<file path="src/rtl/rob_pkg.sv">
// Shared reorder-buffer types: result width, tag width and the writeback entry.
// Latency: n/a (types and constants only).
// Backpressure: n/a. WORD_SIZE may be overridden with +define+WORD_SIZE=<n>.
`ifndef WORD_SIZE
`define WORD_SIZE 32
`endif

package rob_pkg;
    localparam int WORD_SIZE   = `WORD_SIZE;
    localparam int ROB_ENTRIES = 10;
    localparam int TAG_W       = $clog2(ROB_ENTRIES);

    typedef struct packed {
        logic [TAG_W-1:0]     tag;
        logic [WORD_SIZE-1:0] data;
        logic                 exc;
    } wb_entry_t;
endpackage

</file>
<file path="src/rtl/rob_wb_arbiter_if.sv">
// Completion bus: NUM_FU packed completion ports in, one writeback port out.
// Latency: n/a (wiring only).
// Backpressure: fu_ready per unit toward the FUs, wb_ready from the ROB.
// master = arbiter side (drives fu_ready and wb_*), slave = FUs plus ROB.
interface rob_wb_arbiter_if #(
    parameter int NUM_FU = 3
);
    import rob_pkg::*;

    logic [NUM_FU-1:0]           fu_valid;
    logic [NUM_FU-1:0]           fu_ready;
    logic [NUM_FU*TAG_W-1:0]     fu_tag;
    logic [NUM_FU*WORD_SIZE-1:0] fu_data;
    logic [NUM_FU-1:0]           fu_exc;
    logic                        wb_valid;
    logic                        wb_ready;
    logic [TAG_W-1:0]            wb_tag;
    logic [WORD_SIZE-1:0]        wb_data;
    logic                        wb_exc;

    modport master (
        input  fu_valid, fu_tag, fu_data, fu_exc, wb_ready,
        output fu_ready, wb_valid, wb_tag, wb_data, wb_exc
    );

    modport slave (
        output fu_valid, fu_tag, fu_data, fu_exc, wb_ready,
        input  fu_ready, wb_valid, wb_tag, wb_data, wb_exc
    );
endinterface

</file>
<file path="src/rtl/wb_fifo.sv">
// Circular per-FU completion FIFO holding wb_entry_t; depth need not be a power of 2.
// Latency: pushed entry is visible at head_ent the cycle after the push edge.
// Backpressure: full blocks pushes; flush empties it and wins over push/pop.
// Ports: clk, rst (async active-low), flush, push/push_ent, pop/head_ent, full, empty.
module wb_fifo
    import rob_pkg::*;
#(
    parameter int DEPTH = 2
) (
    input  logic      clk,
    input  logic      rst,
    input  logic      flush,
    input  logic      push,
    input  wb_entry_t push_ent,
    input  logic      pop,
    output wb_entry_t head_ent,
    output logic      full,
    output logic      empty
);
    localparam int PTR_W = (DEPTH > 1) ? $clog2(DEPTH) : 1;
    localparam int CNT_W = $clog2(DEPTH + 1);

    wb_entry_t        mem [DEPTH];
    logic [PTR_W-1:0] rd_ptr;
    logic [PTR_W-1:0] wr_ptr;
    logic [CNT_W-1:0] count;
    logic             do_push;
    logic             do_pop;

    function automatic logic [PTR_W-1:0] next_ptr(input logic [PTR_W-1:0] p);
        return (p == PTR_W'(DEPTH - 1)) ? '0 : p + PTR_W'(1);
    endfunction

    assign full     = (count == CNT_W'(DEPTH));
    assign empty    = (count == '0);
    assign head_ent = mem[rd_ptr];
    assign do_push  = push && !full && !flush;
    assign do_pop   = pop && !empty && !flush;

    always_ff @(posedge clk or negedge rst) begin
        if (!rst) begin
            rd_ptr <= '0;
            wr_ptr <= '0;
            count  <= '0;
        end else if (flush) begin
            rd_ptr <= '0;
            wr_ptr <= '0;
            count  <= '0;
        end else begin
            if (do_push) wr_ptr <= next_ptr(wr_ptr);
            if (do_pop)  rd_ptr <= next_ptr(rd_ptr);
            if (do_push && !do_pop)      count <= count + CNT_W'(1);
            else if (do_pop && !do_push) count <= count - CNT_W'(1);
        end
    end

    // Storage needs no reset: only occupied slots are ever read.
    always_ff @(posedge clk) begin
        if (do_push) mem[wr_ptr] <= push_ent;
    end
endmodule

</file>
<file path="src/rtl/rob_wb_arbiter.sv">
// ROB completion front end: per-FU FIFOs, round-robin pick, one registered writeback/cycle.
// Latency: accept at edge k -> wb_valid from edge k+1 when uncontended.
// Backpressure: output register holds while wb_valid&!wb_ready; fu_ready = !fifo_full only.
// Ports: clk, rst (async active-low), flush, bus (master modport of rob_wb_arbiter_if).
// Optional macro WB_ARB_STATS_EN adds stat_wb_cnt / stat_stall_cnt counters.
module rob_wb_arbiter
    import rob_pkg::*;
#(
    parameter int NUM_FU     = 3,
    parameter int FIFO_DEPTH = 2
) (
    input  logic                   clk,
    input  logic                   rst,
    input  logic                   flush,
    rob_wb_arbiter_if.master       bus
`ifdef WB_ARB_STATS_EN
    ,
    output logic [31:0]            stat_wb_cnt,
    output logic [31:0]            stat_stall_cnt
`endif
);
    localparam int GNT_W = (NUM_FU > 1) ? $clog2(NUM_FU) : 1;

    wb_entry_t         push_ent [NUM_FU];
    wb_entry_t         head_ent [NUM_FU];
    logic [NUM_FU-1:0] push;
    logic [NUM_FU-1:0] pop;
    logic [NUM_FU-1:0] full;
    logic [NUM_FU-1:0] empty;

    wb_entry_t         out_ent;
    logic              out_vld;
    logic [GNT_W-1:0]  last_grant;
    logic [GNT_W-1:0]  winner;
    logic              found;
    logic              load;

    for (genvar i = 0; i < NUM_FU; i++) begin : g_fu
        assign push_ent[i] = '{tag:  bus.fu_tag[i*TAG_W +: TAG_W],
                               data: bus.fu_data[i*WORD_SIZE +: WORD_SIZE],
                               exc:  bus.fu_exc[i]};
        assign push[i] = bus.fu_valid[i] && !full[i];

        wb_fifo #(.DEPTH(FIFO_DEPTH)) u_fifo (
            .clk      (clk),
            .rst      (rst),
            .flush    (flush),
            .push     (push[i]),
            .push_ent (push_ent[i]),
            .pop      (pop[i]),
            .head_ent (head_ent[i]),
            .full     (full[i]),
            .empty    (empty[i])
        );

        a_payload_stable: assert property (@(posedge clk) disable iff (!rst)
            (bus.fu_valid[i] && !bus.fu_ready[i]) |=> (bus.fu_valid[i] && $stable(push_ent[i])));
        a_tag_range: assert property (@(posedge clk) disable iff (!rst)
            push[i] |-> (int'(push_ent[i].tag) < ROB_ENTRIES));
    end

    // Ready comes from FIFO occupancy alone, so wb_ready never reaches fu_ready.
    assign bus.fu_ready = ~full;

    // Round-robin: first non-empty FIFO at or after last_grant+1, wrapping.
    always_comb begin
        int idx;
        found  = 1'b0;
        winner = '0;
        idx    = 0;
        for (int j = 1; j <= NUM_FU; j++) begin
            idx = (int'(last_grant) + j) % NUM_FU;
            if (!found && !empty[idx]) begin
                found  = 1'b1;
                winner = GNT_W'(idx);
            end
        end
    end

    assign load = !out_vld || bus.wb_ready;

    always_comb begin
        pop = '0;
        if (!flush && load && found) pop[winner] = 1'b1;
    end

    always_ff @(posedge clk or negedge rst) begin
        if (!rst) begin
            out_vld    <= 1'b0;
            out_ent    <= '0;
            last_grant <= GNT_W'(NUM_FU - 1);
        end else if (flush) begin
            out_vld <= 1'b0;
            out_ent <= '0;
        end else if (load) begin
            out_vld <= found;
            if (found) begin
                out_ent    <= head_ent[winner];
                last_grant <= winner;
            end
        end
    end

    assign bus.wb_valid = out_vld;
    assign bus.wb_tag   = out_ent.tag;
    assign bus.wb_data  = out_ent.data;
    assign bus.wb_exc   = out_ent.exc;

`ifdef WB_ARB_STATS_EN
    // Counters observe the raw handshake and deliberately ignore flush.
    always_ff @(posedge clk or negedge rst) begin
        if (!rst) begin
            stat_wb_cnt    <= '0;
            stat_stall_cnt <= '0;
        end else begin
            if (out_vld && bus.wb_ready)  stat_wb_cnt    <= stat_wb_cnt + 32'd1;
            if (out_vld && !bus.wb_ready) stat_stall_cnt <= stat_stall_cnt + 32'd1;
        end
    end
`endif
endmodule

</file>
<file path="src/flat_wrapper.sv">
// flat-port wrapper written by rule: the top's interface ports become plain ports
module rob_wb_arbiter_flat import rob_pkg::*;
#(
    parameter int NUM_FU     = 3,
    parameter int FIFO_DEPTH = 2
)
  (clk, rst, flush, bus_fu_valid, bus_fu_tag, bus_fu_data, bus_fu_exc, bus_wb_ready, bus_fu_ready, bus_wb_valid, bus_wb_tag, bus_wb_data, bus_wb_exc);
  rob_wb_arbiter_if #(.NUM_FU(NUM_FU)) bus_i ();
  input  logic clk;
  input  logic rst;
  input  logic flush;
  input wire logic [$bits(bus_i.fu_valid)-1:0] bus_fu_valid;
  input wire logic [$bits(bus_i.fu_tag)-1:0] bus_fu_tag;
  input wire logic [$bits(bus_i.fu_data)-1:0] bus_fu_data;
  input wire logic [$bits(bus_i.fu_exc)-1:0] bus_fu_exc;
  input wire logic [$bits(bus_i.wb_ready)-1:0] bus_wb_ready;
  output wire logic [$bits(bus_i.fu_ready)-1:0] bus_fu_ready;
  output wire logic [$bits(bus_i.wb_valid)-1:0] bus_wb_valid;
  output wire logic [$bits(bus_i.wb_tag)-1:0] bus_wb_tag;
  output wire logic [$bits(bus_i.wb_data)-1:0] bus_wb_data;
  output wire logic [$bits(bus_i.wb_exc)-1:0] bus_wb_exc;
  assign bus_i.fu_valid = bus_fu_valid;
  assign bus_i.fu_tag = bus_fu_tag;
  assign bus_i.fu_data = bus_fu_data;
  assign bus_i.fu_exc = bus_fu_exc;
  assign bus_i.wb_ready = bus_wb_ready;
  assign bus_fu_ready = bus_i.fu_ready;
  assign bus_wb_valid = bus_i.wb_valid;
  assign bus_wb_tag = bus_i.wb_tag;
  assign bus_wb_data = bus_i.wb_data;
  assign bus_wb_exc = bus_i.wb_exc;
  rob_wb_arbiter #(.NUM_FU(NUM_FU), .FIFO_DEPTH(FIFO_DEPTH)) u_core (.clk(clk), .rst(rst), .flush(flush), .bus(bus_i));
endmodule
</file>
<file path="config.mk">
export PLATFORM = sky130hd
export DESIGN_NAME = rob_wb_arbiter_flat
export DESIGN_NICKNAME = d
export VERILOG_FILES = /design/src/rtl/rob_pkg.sv /design/src/rtl/rob_wb_arbiter_if.sv /design/src/rtl/wb_fifo.sv /design/src/rtl/rob_wb_arbiter.sv /design/src/flat_wrapper.sv
export SDC_FILE = /design/constraint.sdc
export NUM_CORES = 1
export LEC_CHECK = 0
export ABC_AREA = 1
export ABC_CLOCK_PERIOD_IN_PS = 3100
export BUFFER_PORTS_ARGS = -buffer_cell sky130_fd_sc_hd__buf_2
export CAP_MARGIN = 20
export CORE_ASPECT_RATIO = 0.8
export CORE_MARGIN = 5
export CORE_UTILIZATION = 43
export DETAILED_ROUTE_END_ITERATION = 12
export SLEW_MARGIN = 0
export SYNTH_ARGS = -nofsm -noshare
export SYNTH_HDL_FRONTEND = slang
export SYNTH_HIERARCHICAL = 1
export SYNTH_SLANG_ARGS = --single-unit
</file>
<file path="constraint.sdc">
create_clock -name clk -period 3.1 [get_ports clk]
set_input_delay 0.155 -clock clk [delete_from_list [all_inputs] [get_ports clk]]
set_output_delay 0.155 -clock clk [all_outputs]
set_load 0.02 [all_outputs]
</file>
==> Word level (Yosys, flattened, before mapping) <==
Memories as Yosys holds them, arrays and structs flattened.
Index checks and enable logic that the tools add are counted.
{ "word_totals": {"romBits": 0, "ram_bits": 222, "ff_bits": 52, "in_bits": 118, "output_inout_bits": 41, "mem_count": 3, "elab_cells": 166, "latchBits": 0} }
{ "classes": {"addsub": 15, "eq_ne": 3, "order_cmp": 6, "n_div": 3, "mux": 59, "shifts": 0, "reduce_logical": 60, "n_bitwise": 3, "n_mul": 0} }
{ "memory_table": {"columns": ["name", "words", "width", "read_ports", "rd_ports_with_merged_regs", "write_ports", "line_no", "source"], "rows": [
  ["u_core.g_fu[0].u_fifo.mem", 2, 37, 1, 0, 1, "wb_fifo.sv:23", "wb_entry_t mem [DEPTH];"],
  ["u_core.g_fu[1].u_fifo.mem", 2, 37, 1, 0, 1, "wb_fifo.sv:23", null],
  ["u_core.g_fu[2].u_fifo.mem", 2, 37, 1, 0, 1, "wb_fifo.sv:23", null]
]} }
{ "op_table": {"columns": ["op", "n"], "rows": [
  ["37-bit 2-to-1 mux", 5],
  ["32-bit by 4-bit < comparator with 1-bit output (second input constant)", 3],
  ["32-bit by 3-bit remainder unit with 32-bit output (second input constant)", 3],
  ["37-bit binary-select mux with 2-bit select", 1],
  ["1-bit 2-to-1 mux", 36],
  ["1-bit logical AND", 26],
  ["2-bit 2-to-1 mux", 12],
  ["1-bit logical NOT", 17],
  ["2-bit nonzero test", 8],
  ["3-bit nonzero test", 3],
  ["1-bit adder (second input constant)", 6],
  ["2-bit by 1-bit adder with 2-bit output (second input constant)", 3],
  ["2-bit by 2-bit adder with 3-bit output (second input constant)", 2],
  ["1-bit binary-select mux with 2-bit select", 3],
  ["2-bit equality test (second input constant)", 3],
  ["2-bit logical NOT", 3],
  ["2-bit by 1-bit subtractor with 2-bit output (second input constant)", 3],
  ["2-bit by 1-bit adder with 3-bit output (second input constant)", 1],
  ["3-bit greater-or-equal comparator (second input constant)", 1],
  ["2-bit by 3-bit < comparator with 1-bit output (second input constant)", 1],
  ["3-bit 2-to-1 mux", 1],
  ["2-bit inverter with 3-bit output", 1],
  ["3-bit inverter", 1],
  ["3-bit AND reduction", 1],
  ["other kinds (5)", 5]
]} }

==> Logic depth before layout (Yosys ltp) <==
Gate-level depths: netlist (run 1).
{ "depth": {"depth_word": 22, "depth_mapped": 22, "mapped_depth_nobuf": 20} }

==> Modules after synthesis <==
The synthesis (run 1) kept the hierarchy.
{ "by_module_without_submodules": {"columns": ["mod", "seq_area_each_um2", "cells_each", "area_each_um2", "instances"], "rows": [
  ["wb_fifo", 2322.2, 235, 2949.1, 3],
  ["rob_wb_arbiter", 1002.2, 438, 2866.5, 1]
]} }

==> Worst setup path after synthesis (run 1) <==
Ideal clock, no wire load.
{ "synth_timing": {"path_kind": "register to register", "start": "reg u_core.g_fu[0].u_fifo.count[1]", "end": "mem u_core/g_fu[0].u_fifo/mem[0][0] in the netlist's numbering, enable pin", "path_stages_with_launch": 6, "setup_ns": 0.431, "synth_period_minus_slack_ns": 2.935, "arrival_ns": 2.504, "slack_ns": 0.165, "t_required_ns": 2.669, "path_buffers": 0, "cell_sequence": "dfrtp_1 > nand2_1 > inv_1 > nor2_1 > nand3_2 > nor2_1"} }
{ "synth_via": {"elab_chain_len": 7} }
{ "synth_rtl": {"columns": ["item", "line_no", "source"], "rows": [
  ["from (decl)", "wb_fifo.sv:26", "logic [CNT_W-1:0] count;"],
  ["from (signal assigned)", "wb_fifo.sv:52", "if (do_push && !do_pop) count <= count + CNT_W'(1);"],
  ["from (signal assigned)", "wb_fifo.sv:53", "else if (do_pop && !do_push) count <= count - CNT_W'(1);"],
  ["2-bit equality test", "wb_fifo.sv:34", "assign full = (count == CNT_W'(DEPTH));"],
  ["via u_core.full[0]", "rob_wb_arbiter.sv:28", "logic [NUM_FU-1:0] full;"],
  ["1-bit logical NOT", "rob_wb_arbiter.sv:42", "assign push[i] = bus.fu_valid[i] && !full[i];"],
  ["1-bit logical AND", "rob_wb_arbiter.sv:42", null],
  ["via u_core.push[0]", "rob_wb_arbiter.sv:26", "logic [NUM_FU-1:0] push;"],
  ["1-bit logical AND (2 in a row)", "wb_fifo.sv:37", "assign do_push = push && !full && !flush;"],
  ["1-bit 2-to-1 mux", "wb_fifo.sv:59", "if (do_push) mem[wr_ptr] <= push_ent;"],
  ["1-bit 2-to-1 mux (implied by the code)", "wb_fifo.sv:59", null],
  ["to (decl)", "wb_fifo.sv:23", null]
]} }
The timed path passes the listed nets, and every way through them passes these cells.

==> Worst setup path in the final report (run 1) <==
{ "layout_timing": {"start": "reg u_core.last_grant[0]", "end": "reg u_core.out_ent (netlist bit u_core/bus.wb_exc)"} }
{ "layout_via": {"elab_chain_len": 18, "word_cells_on_any_way": 35, "classes_between": "add/sub: 3; div: 3; mux: 21; bitwise: 1; reduce/logical: 7"} }
{ "layout_rtl": {"columns": ["item", "line_no", "source"], "rows": [
  ["from (decl)", "rob_wb_arbiter.sv:33", "logic [GNT_W-1:0] last_grant;"],
  ["from (signal assigned)", "rob_wb_arbiter.sv:91", "last_grant <= GNT_W'(NUM_FU - 1);"],
  ["from (signal assigned)", "rob_wb_arbiter.sv:99", "last_grant <= winner;"],
  ["2-bit by 2-bit adder with 3-bit output", "rob_wb_arbiter.sv:72", "idx = (int'(last_grant) + j) % NUM_FU;"],
  ["32-bit by 3-bit remainder unit with 32-bit output", "rob_wb_arbiter.sv:72", null],
  ["1-bit binary-select mux with 2-bit select", "rob_wb_arbiter.sv:73", "if (!found && !empty[idx]) begin"],
  ["1-bit 2-to-1 mux (implied by the code) (2 in a row)", "rob_wb_arbiter.sv:73", null],
  ["1-bit logical NOT", "rob_wb_arbiter.sv:73", null],
  ["1-bit logical AND", "rob_wb_arbiter.sv:73", null],
  ["1-bit 2-to-1 mux", "rob_wb_arbiter.sv:73", null],
  ["1-bit logical NOT", "rob_wb_arbiter.sv:73", null],
  ["1-bit logical AND", "rob_wb_arbiter.sv:73", null],
  ["2-bit 2-to-1 mux", "rob_wb_arbiter.sv:73", null],
  ["2-bit inverter with 3-bit output (implied by the code)", "rob_wb_arbiter.sv:98", "out_ent <= head_ent[winner];"],
  ["37-bit binary-select mux with 2-bit select", "rob_wb_arbiter.sv:98", null],
  ["37-bit 2-to-1 mux (implied by the code) (2 in a row)", "rob_wb_arbiter.sv:98", null],
  ["37-bit 2-to-1 mux", "rob_wb_arbiter.sv:97", "if (found) begin"],
  ["37-bit 2-to-1 mux", "rob_wb_arbiter.sv:95", "end else if (load) begin"],
  ["37-bit 2-to-1 mux", "rob_wb_arbiter.sv:92", "end else if (flush) begin"],
  ["to (signal assigned)", "rob_wb_arbiter.sv:98", null],
  ["to (decl)", "rob_wb_arbiter.sv:31", "wb_entry_t out_ent;"]
]} }
Parallel ways exist; a longest one is shown, timed or not. The select of a mux whose other input is x is not followed.
A chain may end at the register's enable or synchronous reset.

==> metrics.yaml, run 1 <==
floorplan:
  core_area_um2: 27100
  rows: 54
  die_x_um: 195
  die_area_um2: 30700
  floorplan.initialDensity_pct: 43.2
  die_h_um: 158
  num_io_pins: 159
clock_network:
  cts_sinks: 274
  root_buffer: "clkbuf_16"
  post-cts-setup-buffers: 0
  clk_pin_slew_worst_paths_ns: 0.06
  numCtsBuffers: 28
  insertion_delay_ns: 0.55
  clk_path_buf_depth: 3
  htreeDepth: 1
  cts_tree: "yes"
setup_path:
  r2r-start: "u_core/last_grant[0]"
  criticalPathCategory: "register to register"
  r2r-end: "u_core/bus.wb_exc"
  critPathMaxStageDelay_ns: 0.39
  cp_data_required_time_ns: 3.53
  cp-endpoint: "u_core/bus.wb_exc"
  crit_chain: "inv_1, ha_1, inv_1, nand2_1, nand2_2, nand2_2, nor2_2, nand3_2, nand2_2, buf_4, nand2_1, nand3_1, nand3_1"
  crit_start: "u_core/last_grant[0]"
  rrSetupSlack_ns: 0.60
  crit_path_max_fanout: 37
  crit_arrival_ns: 2.93
  start_kind: "register"
  r2r_cells: 13
  cpMostUsedCell: "nand2_2"
  critPathSlowestCell: "dfrtp_1"
  end_kind: "register"
final_layout:
  post-route-util_pct: 54.9
  syn_to_final_growth_pct: 26.9
  final_cells: 1802
  fillers: 2371
  drive_above_1_share_pct: 18.4
  nNetsFinal: 1536
yosys:
  ys_types: 28
  synth.most_common_cell: "nand2_1"
  muxShareOfSynthArea_pct: 0
  yosysSeqAreaShare_pct: 68.0
  synth_area_um2: 11700
  synthCells: 1143
  syn_nets: 1264
  synth.ff_latch_count: 274
  yosys.area_share.simple_pct: 24.1
  synth_top_area_share_pct: 56.9
  avgSynthCellArea_um2: 10.2
  synth_edf_count: 222
  synth_area_leader_cell: "edfxtp_1"
  synth-async-reset-ratio_pct: 19.0
  synth_warnings: 6
  synth-compound-area-share_pct: 1.35
  synthFlopType: "edfxtp_1"
  synth.area.top_cells: "edfxtp_1 57%, nand2_1 15%, dfrtp_1 11%, nand3_1 6.7%, inv_1 3.5%"
  synth_xor_area_share_pct: 0
  synth_top_family_by_area: "simple AND/OR/NAND/NOR gates"
  synthAdderAreaFrac_pct: 0.320
  netlist_top_cells_count: "474 x nand2_1, 222 x edfxtp_1, 156 x nand3_1, 108 x inv_1, 51 x dfrtp_1"
drt:
  antenna_left: 0
  wl_per_cell_um: 15.9
  vias: 8461
  vias_per_cell: 4.70
  drt_iter0_markers: 512
  drc_errors: 0
  drtPass1Iterations: 5
  drt-total-wl_mm: 28.6
global_routing:
  grt_antenna_before_repair: 3
  grt_max_degree: 41
  grt_usage_pct: 18.5
  grt_first_pass_wirelength_mm: 45.2
  grt_remaining_overflow: 0
  first_global_vias: 8364
power_and_ir_drop:
  power_frac_seq_pct: 37.7
  clkPwrFrac_pct: 25.3
  ir_worst_vdd_mv: 0.699
  comb_power_share_pct: 37.0
  p_per_area_nw_per_um2: 845
  p_leak_uw: 0.00669
  switching_share_pct: 38.8
  power.net_switching_uw: 4880
  internal_power_uw: 7680
run_status:
  status: "finished, final reports clean"
timing:
  drv_slew: 0
  finalSetupViolations: 0
  hold_violations: 0
  fin_crit_ns: 2.50
  finalCritPeriodShare_pct: 80.7
  tns_ns: 0
  slew_headroom_pct: 33.2
  rsz0062_at_grt: "false"
  fin_skew_ns: 0.0231
  fmax_ghz: 0.400
  worst_pin_slew_ns: 1.00
placed_design:
  hpwlAfterDp_mm: 19.2
  placed_cells: 1636
  gp_congestion: 0.859
  io_buffer_count: 158
job:
  cap_violations: 0
hold_path:
  worstHoldStart: "flush"
  hold_class: "input port to register"
[area by class of cell]
cell class                 count  area [um2]  share of cell area (%)
tap                          364         455                    3.06
clock inverter                12         100                   0.673
sequential                   274        7970                    53.6
multi-input combinational    703        3060                    20.6
clock buffer                  40         766                    5.15
timing repair buffer         291        2070                    13.9
antenna                        1        2.50                  0.0168
inverter                     117         443                    2.98
[sequential cells by signal, summed over array words and instances, names as in the netlist]
signal,flops
u_core/bus.wb_valid,1
u_core/g_fu.u_fifo/wr_ptr,3
u_core/g_fu.u_fifo/count,6
u_core/g_fu.u_fifo/rd_ptr,3
u_core/bus.wb_data,32
u_core/last_grant,2
u_core/bus.wb_tag,4
u_core/g_fu.u_fifo/mem,222
u_core/bus.wb_exc,1
[critical path: cells and delay by family (launching register included)]
family	cells	cell delay, ns
flops	1	0.39
buf+inv	3	0.61
simple gates	9	1.05
fa+ha+maj	1	0.32
[cells in the final DEF, fill, tap and decap left out, drive strengths merged]
master / Yosys / layout
nand2: 490 / 490
edfxtp: 222 / 222
buf: 43 / 178
nand3: 160 / 160
inv: 114 / 114
dlygate4sd3: 0 / 113
dfrtp: 51 / 51
clkbuf: 6 / 40
nor2: 25 / 25
clkinv: 3 / 13
a21oi: 13 / 13
o21ai: 8 / 8
ha: 3 / 3
o22ai: 3 / 3
diode: 0 / 1
clkinvlp: 0 / 1
bufinv: 0 / 1
nand4: 1 / 1
dfstp: 1 / 1
[how the worst min path moves through the flow]
stage,endpoint,slack (ns),cells after the start
after floorplan,u_core/bus.wb_data[0],-0.14,0
after global placement,u_core/g_fu[0].u_fifo/mem[0][10],0.34,1
after detailed placement,u_core/g_fu[2].u_fifo/mem[1][19],0.35,1
after CTS,u_core/g_fu[0].u_fifo/count[1],0.04,4
after global routing,u_core/g_fu[1].u_fifo/count[0],0.07,4
final,u_core/g_fu[1].u_fifo/count[1],0.06,4
[kinds of logic after synthesis]
family | Yosys count
compound gates | 24
fa+ha+maj | 3
buf+inv | 166
flops | 274
simple gates | 676
[power groups by stage]
stage	clock (uW)	sequential (uW)	combinational, uW
2_1_floorplan	0	4940	3210
4_1_cts	3250	4740	4710
3_5_place_dp	0	4810	4590
5_1_grt	3400	4780	5210
6_report	3170	4740	4650
3_3_place_gp	0	4810	4540
[metal layers]
layer | up-vias | global-route usage, % | routed length (um)
li1 | 4267 | - | -
met1 | 3913 | 24.4 | 12200
met2 | 222 | 32.4 | 14200
met3 | 55 | 3.38 | 1570
met4 | 4 | 4.05 | 594
met5 | - | 0 | 14
[stage by stage]
step / hold slack (ns) / worst slack, ns / total power (uW) / instance area, um2
3_5_place_dp: 0.346 / 0.622 / 9400 / 12900
2_1_floorplan: -0.141 / 0.165 / 8160 / 11700
3_3_place_gp: 0.343 / 0.656 / 9350 / 12900
4_1_cts: 0.0412 / 0.625 / 12700 / 14900
5_1_grt: 0.0713 / 0.409 / 13400 / 14900
6_report: 0.0637 / 0.599 / 12600 / 14900
[timing repair]
item                                   4_1_cts  5_1_grt
hold buffers                               113        0
gates resized for setup                      0        0
endpoints found under the hold margin      261        0
(Power assumes the default switching activity.)
==> run 2: changes to the inputs <==
- ABC_AREA: 1 -> 0
- ABC_CLOCK_PERIOD_IN_PS: 3100 -> 2400
- clock period: 3.1 -> 2.4 ns (I/O delays scaled with it)
==> run 2 against run 1 <==
Effect of this change: the run now ends with setup timing left; clock-buffer cell count is 3 lower; maximum frequency is 1.7% higher; non-clock buffer count is 43 higher; sequential share of layout area is 2.8 points lower; worst hold slack worse by 0.034 ns; routed wire length is 7.3% higher; critical endpoint is now u_core/bus.wb_data[30]; highest routed layer is now met4.
==> metrics.yaml, run 2 <==
run_status:
  status: "complete, but fails checks"
  failed_checks: "setup timing"
timing:
  finalSetupViolations: 37
  drv_slew: 0
  hold_violations: 0
  fmax_ghz: 0.407
  worst_pin_slew_ns: 0.823
  slew_headroom_pct: 45.1
  finalCritPeriodShare_pct: 102
  fin_ws_ns: -0.0593
  fin_crit_ns: 2.46
  whs_ns: 0.0298
  rsz0062_at_grt: "true"
  fin_skew_ns: 0.0139
setup_path:
  criticalPathCategory: "register to register"
  start_kind: "register"
  rrSetupSlack_ns: -0.06
  end_kind: "register"
  r2r-start: "u_core/last_grant[1]"
  crit_arrival_ns: 2.90
  cp_data_required_time_ns: 2.84
  crit_start: "u_core/last_grant[1]"
  crit_path_max_fanout: 8
final_layout:
  largest-register: "u_core/g_fu.u_fifo/mem"
  largest_reg_flops: 222
  drive_above_1_share_pct: 45.0
  mostFrequentLayoutCells: "222 x edfxtp_1, 158 x buf_2, 112 x dlygate4sd3_1, 111 x mux2_2, 47 x dfrtp_1"
  mostFrequentLayoutCell: "edfxtp_1"
  fin_area_um2: 15700
  syn_to_final_growth_pct: 37.1
  diodes: 0
  nNetsFinal: 1139
global_routing:
  grt_max_degree: 40
  first_global_vias: 7837
  grt_remaining_overflow: 0
  grt_usage_pct: 19.3
  grt_antenna_before_repair: 0
  grt_first_pass_wirelength_mm: 44.7
placed_design:
  pre_cts_slack_ns: -0.145
  hpwlAfterDp_mm: 19.0
  dpl_cell_area_um2: 13000
  io_buffer_count: 158
  gp_congestion: 0.830
hold_path:
  worstHoldStart: "flush"
  hold_class: "input port to register"
power_and_ir_drop:
  p_per_area_nw_per_um2: 1140
  power.net_switching_uw: 5990
  p_leak_uw: 0.00607
  internal_power_uw: 11900
  power_frac_seq_pct: 33.7
  clkPwrFrac_pct: 23.9
  switching_share_pct: 33.4
  comb_power_share_pct: 42.4
  ir_worst_vdd_mv: 0.714
  report.power.total_uw: 17900
drt:
  drtPass1Iterations: 4
  top_layer: "met4"
  vias: 7416
  drt_iter0_markers: 482
  vias_per_cell: 5.31
  wl_met3_mm: 1.59
  dr_wl_met2_mm: 15.3
  drc_errors: 0
  drt-total-wl_mm: 30.7
  antenna_left: 0
  wl_met1_mm: 13.2
  wl_per_cell_um: 22.0
yosys:
  synth_warnings: 6
  synth_xor_area_share_pct: 0.230
  synth.most_common_cell: "edfxtp_1"
  yosys.area_share.simple_pct: 2.89
  synthFlopType: "edfxtp_1"
  synth.area.top_cells: "edfxtp_1 58%, dfrtp_1 11%, mux2_2 11%, mux2i_1 3.5%, o211ai_1 2.8%"
  synth_area_um2: 11400
  yosysSeqAreaShare_pct: 69.6
  syn_nets: 813
  synth_top_family_by_area: "multiplexers"
  synth_top_area_share_pct: 58.2
  netlist_top_cells_count: "222 x edfxtp_1, 112 x mux2_2, 51 x dfrtp_1, 48 x inv_1, 42 x o211ai_1"
  synth_area_leader_cell: "edfxtp_1"
  ys_types: 45
  synth.ff_latch_count: 274
  muxShareOfSynthArea_pct: 14.6
  synth-compound-area-share_pct: 8.58
  synth_edf_count: 222
  synthAdderAreaFrac_pct: 0.328
  synthCells: 692
  synth-async-reset-ratio_pct: 19.0
  avgSynthCellArea_um2: 16.5
clock_network:
  cts_sinks: 274
  insertion_delay_ns: 0.53
  clk_path_buf_depth: 3
  numCtsBuffers: 29
  htreeDepth: 1
  cts_tree: "yes"
  clk_pin_slew_worst_paths_ns: 0.06
  root_buffer: "clkbuf_16"
floorplan:
  rows: 53
  floorplan.initialDensity_pct: 43.6
  die_h_um: 156
  die_x_um: 192
  num_io_pins: 159
  core_area_um2: 26300
  die_area_um2: 30000
job:
  cap_violations: 0
run 2: cell types whose count changed after synthesis, sizes merged, moves of 40 or more:
| cell | previous run | this run |
|---|---|---|
| nand2 | 490 | 5 |
| nand3 | 160 | 2 |
| mux2 | 0 | 113 |
| inv | 114 | 52 |
| o211ai | 0 | 42 |
| mux2i | 0 | 40 |
run 2: per-stage QoR:
| stage | setup TNS [ns] | cells | utilization (%) |
|---|---|---|---|
| 2_1_floorplan | -0.248 | 692 | - |
| 3_3_place_gp | -0.0231 | 1208 | 49.6 |
| 3_5_place_dp | -1.83 | 1208 | 49.6 |
| 4_1_cts | -0.0123 | 1378 | 57.7 |
| 5_1_grt | -3.98 | 1397 | 59.7 |
| 6_report | -1.16 | 1397 | 59.7 |
run 2: power by group through the flow:
stage	registers, uW	clock network, uW	logic (uW)
2_1_floorplan	6230	0	3480
3_3_place_gp	6090	0	5260
3_5_place_dp	6110	0	5450
4_1_cts	6030	4360	5840
5_1_grt	6070	4570	7950
6_report	6030	4280	7590
run 2: path summary, 6_finish.rpt:
check,end,cells past startpoint
max,u_core/bus.wb_data[30],9
min,u_core/g_fu[2].u_fifo/rd_ptr,2
max reg2reg,u_core/bus.wb_data[30],9
min reg2reg,u_core/bus.wb_data[0],2
max in group asynchronous,u_core/bus.wb_exc,4
min in group asynchronous,u_core/bus.wb_valid,2
run 2: kinds of logic (layout without fill, tap and decap cells):
| family | Yosys count | after routing |
|---|---|---|
| compound gates | 115 | 115 |
| flops | 274 | 274 |
| xor+xnor | 3 | 3 |
| mux | 153 | 153 |
| fa+ha+maj | 3 | 3 |
| simple gates | 53 | 53 |
| buf+inv | 91 | 439 |
run 2: final cells by class:
class / instances / area [um2]
Fill cell: 2038 / 10600
Sequential cell: 274 / 7970
Multi-Input combinational cell: 327 / 3420
Timing Repair Buffer: 334 / 2730
Clock buffer: 37 / 786
Tap cell: 357 / 447
Inverter: 52 / 198
Clock inverter: 16 / 134
run 2: routing by layer:
layer  vias up  track usage [%]
li1       3338                -
met1      3769             26.3
met2       259             33.2
met3        50             2.68
met4         0             4.55
met5         -                0
run 2: timing repair:
| item | in CTS | in global routing |
|---|---|---|
| pin swaps | 5 | 11 |
| setup endpoints to repair | 42 | 46 |
| hold endpoints to repair | 256 | 0 |
| hold buffers | 112 | 0 |
| setup buffers | 5 | 12 |
| cloned | 0 | 6 |
| resized for setup | 12 | 57 |
run 2: worst max-delay path, cell delays in order, from the launching register on:
cell      delay [ns]
dfstp_2         0.57
inv_2           0.06
ha_4            0.18
mux2_4          0.31
mux2_4          0.30
o22ai_4         0.11
nand4_1         0.25
buf_4           0.25
buf_12          0.15
o221ai_4        0.18
